$ cat src/rtl/lcd_sched_pkg.sv
// Shared types and defaults for the LCD FIFO fill scheduler.
package lcd_sched_pkg;

    typedef enum logic [2:0] {
        ST_IDLE      = 3'd0,
        ST_WAIT_SYNC = 3'd1,
        ST_REFILL    = 3'd2,
        ST_BURST     = 3'd3,
        ST_FRAME_END = 3'd4
    } sched_state_e;

    localparam int unsigned DEF_ALMOSTFULL_DEPTH  = 32'd768;
    localparam int unsigned DEF_ALMOSTEMPTY_DEPTH = 32'd256;
    localparam int unsigned DEF_BURST_LEN         = 32'd64;
    localparam int unsigned DEF_H_ACTIVE          = 32'd800;
    localparam int unsigned DEF_V_ACTIVE          = 32'd480;

    // Increment that sticks at all-ones instead of wrapping.
    function automatic logic [15:0] sat_inc16(input logic [15:0] v);
        logic [15:0] r;
        if (v == 16'hFFFF) begin
            r = v;
        end else begin
            r = v + 16'd1;
        end
        return r;
    endfunction

endpackage

$ cat src/rtl/lcd_pix_counter.sv
// Pixel position counter: tracks the position of the next pixel to be written.
// restart_i marks the advancing beat as pixel (0,0) regardless of position.
module lcd_pix_counter
    import lcd_sched_pkg::*;
#(
    parameter int unsigned H_ACTIVE = DEF_H_ACTIVE,
    parameter int unsigned V_ACTIVE = DEF_V_ACTIVE
) (
    input  logic clk_i,
    input  logic rst_i,
    input  logic clr_i,
    input  logic adv_i,
    input  logic restart_i,
    output logic first_o,
    output logic last_o
);

    localparam int unsigned XW = (H_ACTIVE > 32'd1) ? $clog2(H_ACTIVE) : 32'd1;
    localparam int unsigned YW = (V_ACTIVE > 32'd1) ? $clog2(V_ACTIVE) : 32'd1;
    localparam logic [XW-1:0] X_ZERO = {XW{1'b0}};
    localparam logic [YW-1:0] Y_ZERO = {YW{1'b0}};
    localparam logic [XW-1:0] X_ONE  = XW'(32'd1);
    localparam logic [YW-1:0] Y_ONE  = YW'(32'd1);
    localparam logic [XW-1:0] X_LAST = XW'(H_ACTIVE - 32'd1);
    localparam logic [YW-1:0] Y_LAST = YW'(V_ACTIVE - 32'd1);

    logic [XW-1:0] x_q, x_d, base_x_s;
    logic [YW-1:0] y_q, y_d, base_y_s;

    // Position after the current beat: x wraps into the next line, y wraps into the next frame.
    always_comb begin
        base_x_s = restart_i ? X_ZERO : x_q;
        base_y_s = restart_i ? Y_ZERO : y_q;
        x_d      = base_x_s;
        y_d      = base_y_s;
        if (base_x_s == X_LAST) begin
            x_d = X_ZERO;
            if (base_y_s == Y_LAST) begin
                y_d = Y_ZERO;
            end else begin
                y_d = base_y_s + Y_ONE;
            end
        end else begin
            x_d = base_x_s + X_ONE;
            y_d = base_y_s;
        end
    end

    // Position register: cleared on reset/clear, moves only on accepted beats.
    always_ff @(posedge clk_i) begin
        if (rst_i) begin
            x_q <= X_ZERO;
            y_q <= Y_ZERO;
        end else if (clr_i) begin
            x_q <= X_ZERO;
            y_q <= Y_ZERO;
        end else if (adv_i) begin
            x_q <= x_d;
            y_q <= y_d;
        end
    end

    assign first_o = (x_q == X_ZERO) && (y_q == Y_ZERO);
    assign last_o  = (x_q == X_LAST) && (y_q == Y_LAST);

endmodule

$ cat src/rtl/lcd_fifo_fill_sched.sv
// Frame-aware scheduler moving AXI stream pixels into the LCD write FIFO.
// Requests bursts from the FIFO level, locks to frame sync and counts pixels.
module lcd_fifo_fill_sched
    import lcd_sched_pkg::*;
#(
    parameter int unsigned FIFO_ALMOSTFULL_DEPTH  = DEF_ALMOSTFULL_DEPTH,
    parameter int unsigned FIFO_ALMOSTEMPTY_DEPTH = DEF_ALMOSTEMPTY_DEPTH,
    parameter int unsigned BURST_LEN              = DEF_BURST_LEN,
    parameter int unsigned H_ACTIVE               = DEF_H_ACTIVE,
    parameter int unsigned V_ACTIVE               = DEF_V_ACTIVE
) (
    input  logic        fifo_wr_clk,
    input  logic        rst,
    input  logic        sched_en,
    input  logic        axis_data_en,
    input  logic        axis_data_sync,
    output logic        axis_data_requst,
    output logic        fifo_wr_en,
    input  logic        fifo_full,
    input  logic [9:0]  fifo_wr_cnt,
    output logic        lcd_framesync,
    output logic        frame_done,
    output logic        sync_err,
    output logic [15:0] drop_cnt
);

    localparam logic [9:0] AF_LVL      = 10'(FIFO_ALMOSTFULL_DEPTH);
    localparam logic [9:0] AE_LVL      = 10'(FIFO_ALMOSTEMPTY_DEPTH);
    localparam logic [9:0] BURST_LEN_C = 10'(BURST_LEN);

    sched_state_e state_q, state_d;
    logic [9:0]   beat_cnt_q, beat_cnt_d;
    logic         req_q;
    logic         framesync_q;
    logic         frame_done_q;
    logic         sync_err_q;
    logic [15:0]  drop_cnt_q;

    logic wr_en_s;
    logic restart_s;
    logic mid_sync_s;
    logic last_beat_s;
    logic drop_s;
    logic level_hi_s;
    logic level_lo_s;
    logic burst_last_s;
    logic pix_first_s;
    logic pix_last_s;

    // Accepted beat decode: only in BURST, or the sync beat that opens a frame.
    assign wr_en_s      = axis_data_en & ~fifo_full &
                          ((state_q == ST_BURST) | ((state_q == ST_WAIT_SYNC) & axis_data_sync));
    assign restart_s    = wr_en_s & axis_data_sync;
    assign mid_sync_s   = restart_s & (state_q == ST_BURST) & ~pix_first_s;
    // A sync beat is always pixel (0,0), so it can never close a frame.
    assign last_beat_s  = wr_en_s & ~axis_data_sync & pix_last_s;
    assign drop_s       = axis_data_en & fifo_full & (state_q == ST_BURST);
    assign level_hi_s   = (fifo_wr_cnt >= AF_LVL);
    assign level_lo_s   = (fifo_wr_cnt < AE_LVL);
    assign burst_last_s = ((beat_cnt_q + 10'd1) == BURST_LEN_C);

    lcd_pix_counter #(
        .H_ACTIVE (H_ACTIVE),
        .V_ACTIVE (V_ACTIVE)
    ) u_pix_counter (
        .clk_i     (fifo_wr_clk),
        .rst_i     (rst),
        .clr_i     (~sched_en),
        .adv_i     (wr_en_s),
        .restart_i (restart_s),
        .first_o   (pix_first_s),
        .last_o    (pix_last_s)
    );

    // Next state and burst beat count; frame end has priority over ending the burst.
    always_comb begin
        state_d    = state_q;
        beat_cnt_d = beat_cnt_q;
        if (!sched_en) begin
            state_d    = ST_IDLE;
            beat_cnt_d = 10'd0;
        end else begin
            case (state_q)
                ST_IDLE: begin
                    state_d = ST_WAIT_SYNC;
                end
                ST_WAIT_SYNC: begin
                    if (restart_s) begin
                        state_d    = ST_BURST;
                        beat_cnt_d = 10'd1;
                    end else begin
                        state_d = ST_WAIT_SYNC;
                    end
                end
                ST_REFILL: begin
                    if (level_lo_s && !fifo_full) begin
                        state_d    = ST_BURST;
                        beat_cnt_d = 10'd0;
                    end else begin
                        state_d = ST_REFILL;
                    end
                end
                ST_BURST: begin
                    if (wr_en_s) begin
                        beat_cnt_d = beat_cnt_q + 10'd1;
                    end else begin
                        beat_cnt_d = beat_cnt_q;
                    end
                    if (last_beat_s) begin
                        state_d = ST_FRAME_END;
                    end else if ((wr_en_s && burst_last_s) || level_hi_s) begin
                        state_d = ST_REFILL;
                    end else begin
                        state_d = ST_BURST;
                    end
                end
                ST_FRAME_END: begin
                    state_d = ST_WAIT_SYNC;
                end
                default: begin
                    state_d    = ST_IDLE;
                    beat_cnt_d = 10'd0;
                end
            endcase
        end
    end

    // FSM state, beat counter, request, pulse and drop registers.
    always_ff @(posedge fifo_wr_clk) begin
        if (rst) begin
            state_q      <= ST_IDLE;
            beat_cnt_q   <= 10'd0;
            req_q        <= 1'b0;
            framesync_q  <= 1'b0;
            frame_done_q <= 1'b0;
            sync_err_q   <= 1'b0;
            drop_cnt_q   <= 16'd0;
        end else begin
            state_q      <= state_d;
            beat_cnt_q   <= beat_cnt_d;
            req_q        <= (state_d == ST_WAIT_SYNC) || (state_d == ST_BURST);
            framesync_q  <= restart_s;
            frame_done_q <= last_beat_s;
            sync_err_q   <= mid_sync_s;
            if (drop_s) begin
                drop_cnt_q <= sat_inc16(drop_cnt_q);
            end
        end
    end

    assign axis_data_requst = req_q;
    assign fifo_wr_en       = wr_en_s;
    assign lcd_framesync    = framesync_q;
    assign frame_done       = frame_done_q;
    assign sync_err         = sync_err_q;
    assign drop_cnt         = drop_cnt_q;

endmodule

$ cat config.mk
export PLATFORM = sky130hd
export DESIGN_NAME = lcd_fifo_fill_sched
export DESIGN_NICKNAME = d
export VERILOG_FILES = /design/src/rtl/lcd_sched_pkg.sv /design/src/rtl/lcd_pix_counter.sv /design/src/rtl/lcd_fifo_fill_sched.sv
export SDC_FILE = /design/constraint.sdc
export NUM_CORES = 1
export LEC_CHECK = 0
export CAP_MARGIN = 15
export CORE_ASPECT_RATIO = 0.6
export CORE_MARGIN = 2
export CORE_UTILIZATION = 35
export DETAILED_ROUTE_END_ITERATION = 6
export GPL_ROUTABILITY_DRIVEN = 0
export HOLD_SLACK_MARGIN = 0.03
export PLACE_DENSITY = 0.53
export SLEW_MARGIN = 10
export SYNTH_ARGS = -nofsm -noshare
export SYNTH_HDL_FRONTEND = slang
export SYNTH_SLANG_ARGS = --single-unit
$ cat constraint.sdc
create_clock -name fifo_wr_clk -period 6.95 [get_ports fifo_wr_clk]
set_input_delay 1.39 -clock fifo_wr_clk [delete_from_list [all_inputs] [get_ports fifo_wr_clk]]
set_output_delay 1.39 -clock fifo_wr_clk [all_outputs]
set_load 0.01 [all_outputs]
# Word level (Yosys, flattened, before mapping)
# Index checks and enable logic that the tools add are counted.
[classes] n_addsub=4 n_lt_le_gt_ge=2 bitwise=17 muxes=15 eq_ne=15 n_reduce_logical=14
[ops] operator="$mux W10" n=5
[ops] operator="$pmux W10 S4" n=1
[ops] operator="$mux W9" n=3
[ops] operator="$add A10 B1 Y10 const B" n=2
[ops] operator="$eq A10 B10 Y1 const B" n=2
[ops] operator="$eq A9 B9 Y1 const B" n=2
[ops] operator="$add A16 B1 Y16 const B" n=1
[ops] operator="$eq A16 B16 Y1 const B" n=1
[ops] operator="$pmux W3 S4" n=1
[ops] operator="$and A1 B1 Y1" n=10
[ops] operator="$eq A10 B7 Y1 const B" n=1
[ops] operator="$ge A10 B10 Y1 const B" n=1
[ops] operator="$logic_not A10 Y1" n=1
[ops] operator="$lt A10 B9 Y1 const B" n=1
[ops] operator="$add A9 B1 Y9 const B" n=1
[ops] operator="$eq A3 B2 Y1 const B" n=3
[ops] operator="$logic_not A9 Y1" n=1
[ops] operator="$eq A3 B1 Y1 const B" n=2
[ops] operator="$mux W3" n=2
[ops] operator="$ne A2 B2 Y1 const B" n=3
[ops] operator="$not A1 Y1" n=6
[ops] operator="$logic_and A1 B1 Y1" n=4
[ops] operator="$reduce_and A4 Y1" n=1
[ops] operator="$reduce_or A2 Y1" n=2
[ops] operator="8 further kinds" n=10
[word_totals] elab_cells=76 ff_bits=52

# Depth between registers and ports, before layout
[logic_depth] word_depth=12 mapped_depth=11 depth_no_buf=9

# Cells and area by module
# From an unflattened synthesis, not the netlist that was laid out.
[hier_totals] hier_cells=400 hier_area_um2=3205.6
[by_module_without_submodules] mod="lcd_fifo_fill_sched" seq_area_each_um2=660.6 n_inst=1 cells_each=229 area_each_um2=1886.8
[by_module_without_submodules] mod="lcd_pix_counter" seq_area_each_um2=380.4 n_inst=1 cells_each=171 area_each_um2=1318.8

# Worst setup path before layout
# Ideal clock, no wire load.
[synth_path] path_kind="input to register" start="input axis_data_en" end="register u_pix_counter.y_q[8]" setup_slack_ns=3.047 stages=10 arrival_ns=3.829 setup_time_ns=0.074 path_buffers=1 t_required_ns=6.876 cell_sequence="nor4bb_1 -> nand2_1 -> clkbuf_1 -> and2_1 -> ha_1 -> nand4_1 -> or3_4 -> or4_4 -> or3_1 -> a31oi_1"
[synth_via] elab_chain_len=7 elab_cells_between_ends=10 classes_between="add/sub: 1; eq/ne: 2; mux: 4; bitwise: 3"
[synth_rtl] item="start, declared" line_no="lcd_fifo_fill_sched.sv:15" text="input logic axis_data_en,"
[synth_rtl] item="$and A1 B1 Y1 (*) (2 in a row)" line_no="lcd_fifo_fill_sched.sv:51" text="assign wr_en_s = axis_data_en & ~fifo_full &"
[synth_rtl] item="$and A1 B1 Y1" line_no="lcd_fifo_fill_sched.sv:53" text="assign restart_s = wr_en_s & axis_data_sync;"
[synth_rtl] item="$mux W9" line_no="lcd_pix_counter.sv:33" text="base_y_s = restart_i ? Y_ZERO : y_q;"
[synth_rtl] item="$add A9 B1 Y9 or $eq A9 B9 Y1 (tied branches)" line_no="lcd_pix_counter.sv:41, lcd_pix_counter.sv:38"
[synth_rtl] item="$mux W9" line_no="lcd_pix_counter.sv:38" text="if (base_y_s == Y_LAST) begin"
[synth_rtl] item="$mux W9" line_no="lcd_pix_counter.sv:36" text="if (base_x_s == X_LAST) begin"
[synth_rtl] item="end signal, assigned" line_no="lcd_pix_counter.sv:59" text="y_q <= y_d;"
[synth_rtl] item="end, declared" line_no="lcd_pix_counter.sv:28" text="logic [YW-1:0] y_q, y_d, base_y_s;"
# Mark *: on every way between the ends. The rest lies on a longest branch, timed or not.
# A chain may end at the register's enable or synchronous reset.

# Worst setup path after layout
[layout_path] start="input axis_data_en" end="output fifo_wr_en"
[layout_via] elab_chain_len=2
[layout_rtl] item="$and A1 B1 Y1 (2 in a row)" line_no="lcd_fifo_fill_sched.sv:51"
[layout_rtl] item="end, declared" line_no="lcd_fifo_fill_sched.sv:18" text="output logic fifo_wr_en,"
# No other way between the ends.

==> qor.yml <==
clock_network:
  cts_buffer_depth: 2
  cts-resized-gates: 0
  insertion_delay_ns: 0.30
  cts_sinks: 52
  cts_tree: "built"
  h-tree-depth: 2
  cts_root_buf: "clkbuf_16"
  cts_setup_buffers: 0
  numCtsBuffers: 5
  clk_pin_slew_ns: 0.07
  cts_hold_buf: 0
critical_path:
  r2r_cells: 10
  cp_max_fo: 17
  worst_setup_path_start_kind: "input pin"
  worstSetupPathType: "in2out"
  cp.required_ns: 5.56
  end_kind: "output port"
  rr_startpoint: "state_q[2]"
  startpoint: "axis_data_en"
  arrival_ns: 3.63
logic_synthesis:
  synth_compound_area_share_pct: 16.4
  synth-simple-area-share_pct: 35.6
  synth_nets: 390
  synth-xor-area-share_pct: 4.59
  synth.cell_area_um2: 2860
  ys.flop_type: "dfxtp_1"
  async_flop_share_pct: 0
  ys_seq_area_share_pct: 36.4
  synth-warning-count: 0
  syn-instance-count: 369
  synth_top_family_by_area: "simple AND/OR/NAND/NOR gates"
  ys_types: 52
  ys_seq_elements: 52
  avgSynthCellArea_um2: 7.75
  synth_edf_count: 0
  muxShareOfSynthArea_pct: 1.75
  synth_fa_ha_area_share_pct: 2.19
floorplanning:
  io_pins: 37
  die_h_um: 74.0
  core_area_um2: 7910
  rows: 25
  die_w_um: 121
  dieArea_um2: 8940
  initial_utilization_pct: 36.1
timing:
  fmax_mhz: 199
  finalClockSkew_ns: 0.00532
  min_period_over_period_pct: 72.2
  tns_ns: 0
  rsz0062_at_grt: "false"
  setup_viol: 0
  relSlewSlack_pct: 32.2
  tightest_slew_ns: 1.02
  hold_viol_final: 0
  hold-worst-slack_ns: 0.497
  fin_crit_ns: 5.02
  final-max-slew-violation-count: 0
pwr:
  peakVddDrop_mv: 0.0803
  p_per_area_nw_per_um2: 183
  p_switching_mw: 0.129
  leakage_nw: 1.13
  p_comb_share_pct: 3.3
  power.internal_mw: 0.496
  switching_share_pct: 20.6
  p_seq_share_pct: 47.9
  power_frac_clock_pct: 48.8
place:
  io_buffers: 28
  dpl.hpwl_um: 5800
  place_area_um2: 3230
drt:
  drt-initial-drc-count: 248
  drt-vias-per-instance: 5.68
  wl_per_cell_um: 16.2
  vias: 2822
  ant_nets: 0
  drt_pre_antenna_iters: 5
  drc: 0
  finalWirelength_um: 8050
worst_hold_path:
  hold_path_depth: 1
  hp-class: "reg2reg"
  hp-start: "beat_cnt_q[9]"
global_route:
  antenna_found_initial: 0
  grt_pass1_vias: 2404
  grt_pass1_wl_um: 12900
  track_usage_pct: 18.9
  grt_start_max_net_pins: 23
  grt_overflow: 0
cells_and_area:
  final_area_um2: 3420
  regArea_um2: 1040
  multi_input_area_um2: 1740
  fillers: 807
  syn_to_final_growth_pct: 19.5
  antennaDiodeCount: 0
  final_layout_size_suffix_gt1_share_pct: 4.11
  fin_nets: 409
run:
  maxCapViolations: 0
outcome:
  outcome: "complete, no violations"
routing by layer:
metal,wire (um),vias to the layer above,global-route usage [%]
met4,101,0,6.46
met5,0,-,0
li1,-,1398,-
met2,2950,77,23.0
met3,555,8,4.68
met1,4450,1339,30.6
sequential cells by signal (all words and copies together) (netlist names):
signal / cells
axis_data_requst: 1
beat_cnt_q: 10
drop_cnt: 16
frame_done: 1
lcd_framesync: 1
state_q: 3
sync_err: 1
u_pix_counter.x_q: 10
u_pix_counter.y_q: 9
power by group through the flow:
stage,registers (mW),logic [mW],clock network [mW]
3_3_place_gp,0.306,0.0205,0
6_report,0.300,0.0205,0.305
3_5_place_dp,0.306,0.0206,0
2_1_floorplan,0.306,0.0110,0
5_1_grt,0.300,0.0225,0.326
4_1_cts,0.299,0.0207,0.312
Yosys cell counts (2+ instances only):
cell type  count  area share [%]
a31oi_1       12             2.6
nand4b_1       3            0.92
nand3b_1       2            0.52
o31ai_1        2            0.52
nor4_1         8             1.7
and3_1         9             2.0
a211oi_1       3            0.79
mux2i_1        5             1.7
xnor2_1        8             2.4
o211ai_1       3            0.79
a41oi_1        2            0.61
o21ai_0       13             2.3
nor4b_1        2            0.61
nand2_1       45             5.9
and4_1         3            0.92
ha_1           5             2.2
nand2b_1       3            0.66
nand4_1       15             3.3
nor2_1        39             5.1
nand3_1       21             3.7
dfxtp_1       52              36
a21oi_1       20             3.5
nor3_1        15             2.6
a311oi_1       5             1.5
or4_1          5             1.3
nor3b_1        2            0.52
or3_1          6             1.3
clkbuf_1      18             2.4
and2_1         9             2.0
xor2_1         7             2.1
nor2b_1        3            0.66
o22ai_1        2            0.44
inv_1          3            0.39
path summary, 6_finish.rpt:
kind / to / slack [ns]
worst max-delay path: fifo_wr_en / 1.93
worst min-delay path: beat_cnt_q[9] / 0.50
worst max register to register: u_pix_counter.y_q[6] / 3.63
worst min register to register: beat_cnt_q[9] / 0.50
kinds of logic after synthesis:
family / Yosys count
and+or+nand+nor: 196
AOI/OAI and AO/OA: 73
DFF: 52
buffers and inverters: 23
xor gates and xnor gates: 15
muxes: 5
adders and majority gates: 5
placed cells by master, fill, tap and decap left out, types with 12 or more instances in the layout:
cell             count
nand2_1             45
clkdlybuf4s50_1     28
nor3_1              15
a21oi_1             20
o21ai_0             13
dfxtp_1             52
a31oi_1             12
nor2_1              39
nand4_1             15
nand3_1             21
through the flow:
step / worst slack [ns] / instances / util, % / total power, mW
after floorplan: 3.05 / 369 / - / 0.317
after global placement: 1.97 / 489 / 40.9 / 0.327
after detailed placement: 1.96 / 489 / 40.9 / 0.327
after CTS: 1.95 / 497 / 43.2 / 0.632
after global routing: 1.82 / 497 / 43.2 / 0.648
final: 1.93 / 497 / 43.2 / 0.625
final cells by class:
type	instances	area share, %
multi-input cells	294	50.8
flip-flops and latches	52	30.5
clock buffers	7	4.47
inverters	3	0.330
clock inverters	1	0.879
well taps	108	3.95
repair buffers	32	9.08
critical path, stage by stage:
cell,delay (ns)
clkdlybuf4s50_1,0.57
nor4bb_1,0.51
o21ai_1,0.13
buf_4,0.23
inv_1,0.06
buf_4,0.18
clkdlybuf4s50_1,0.55
Note: power is estimated with default switching activity, not from simulation.
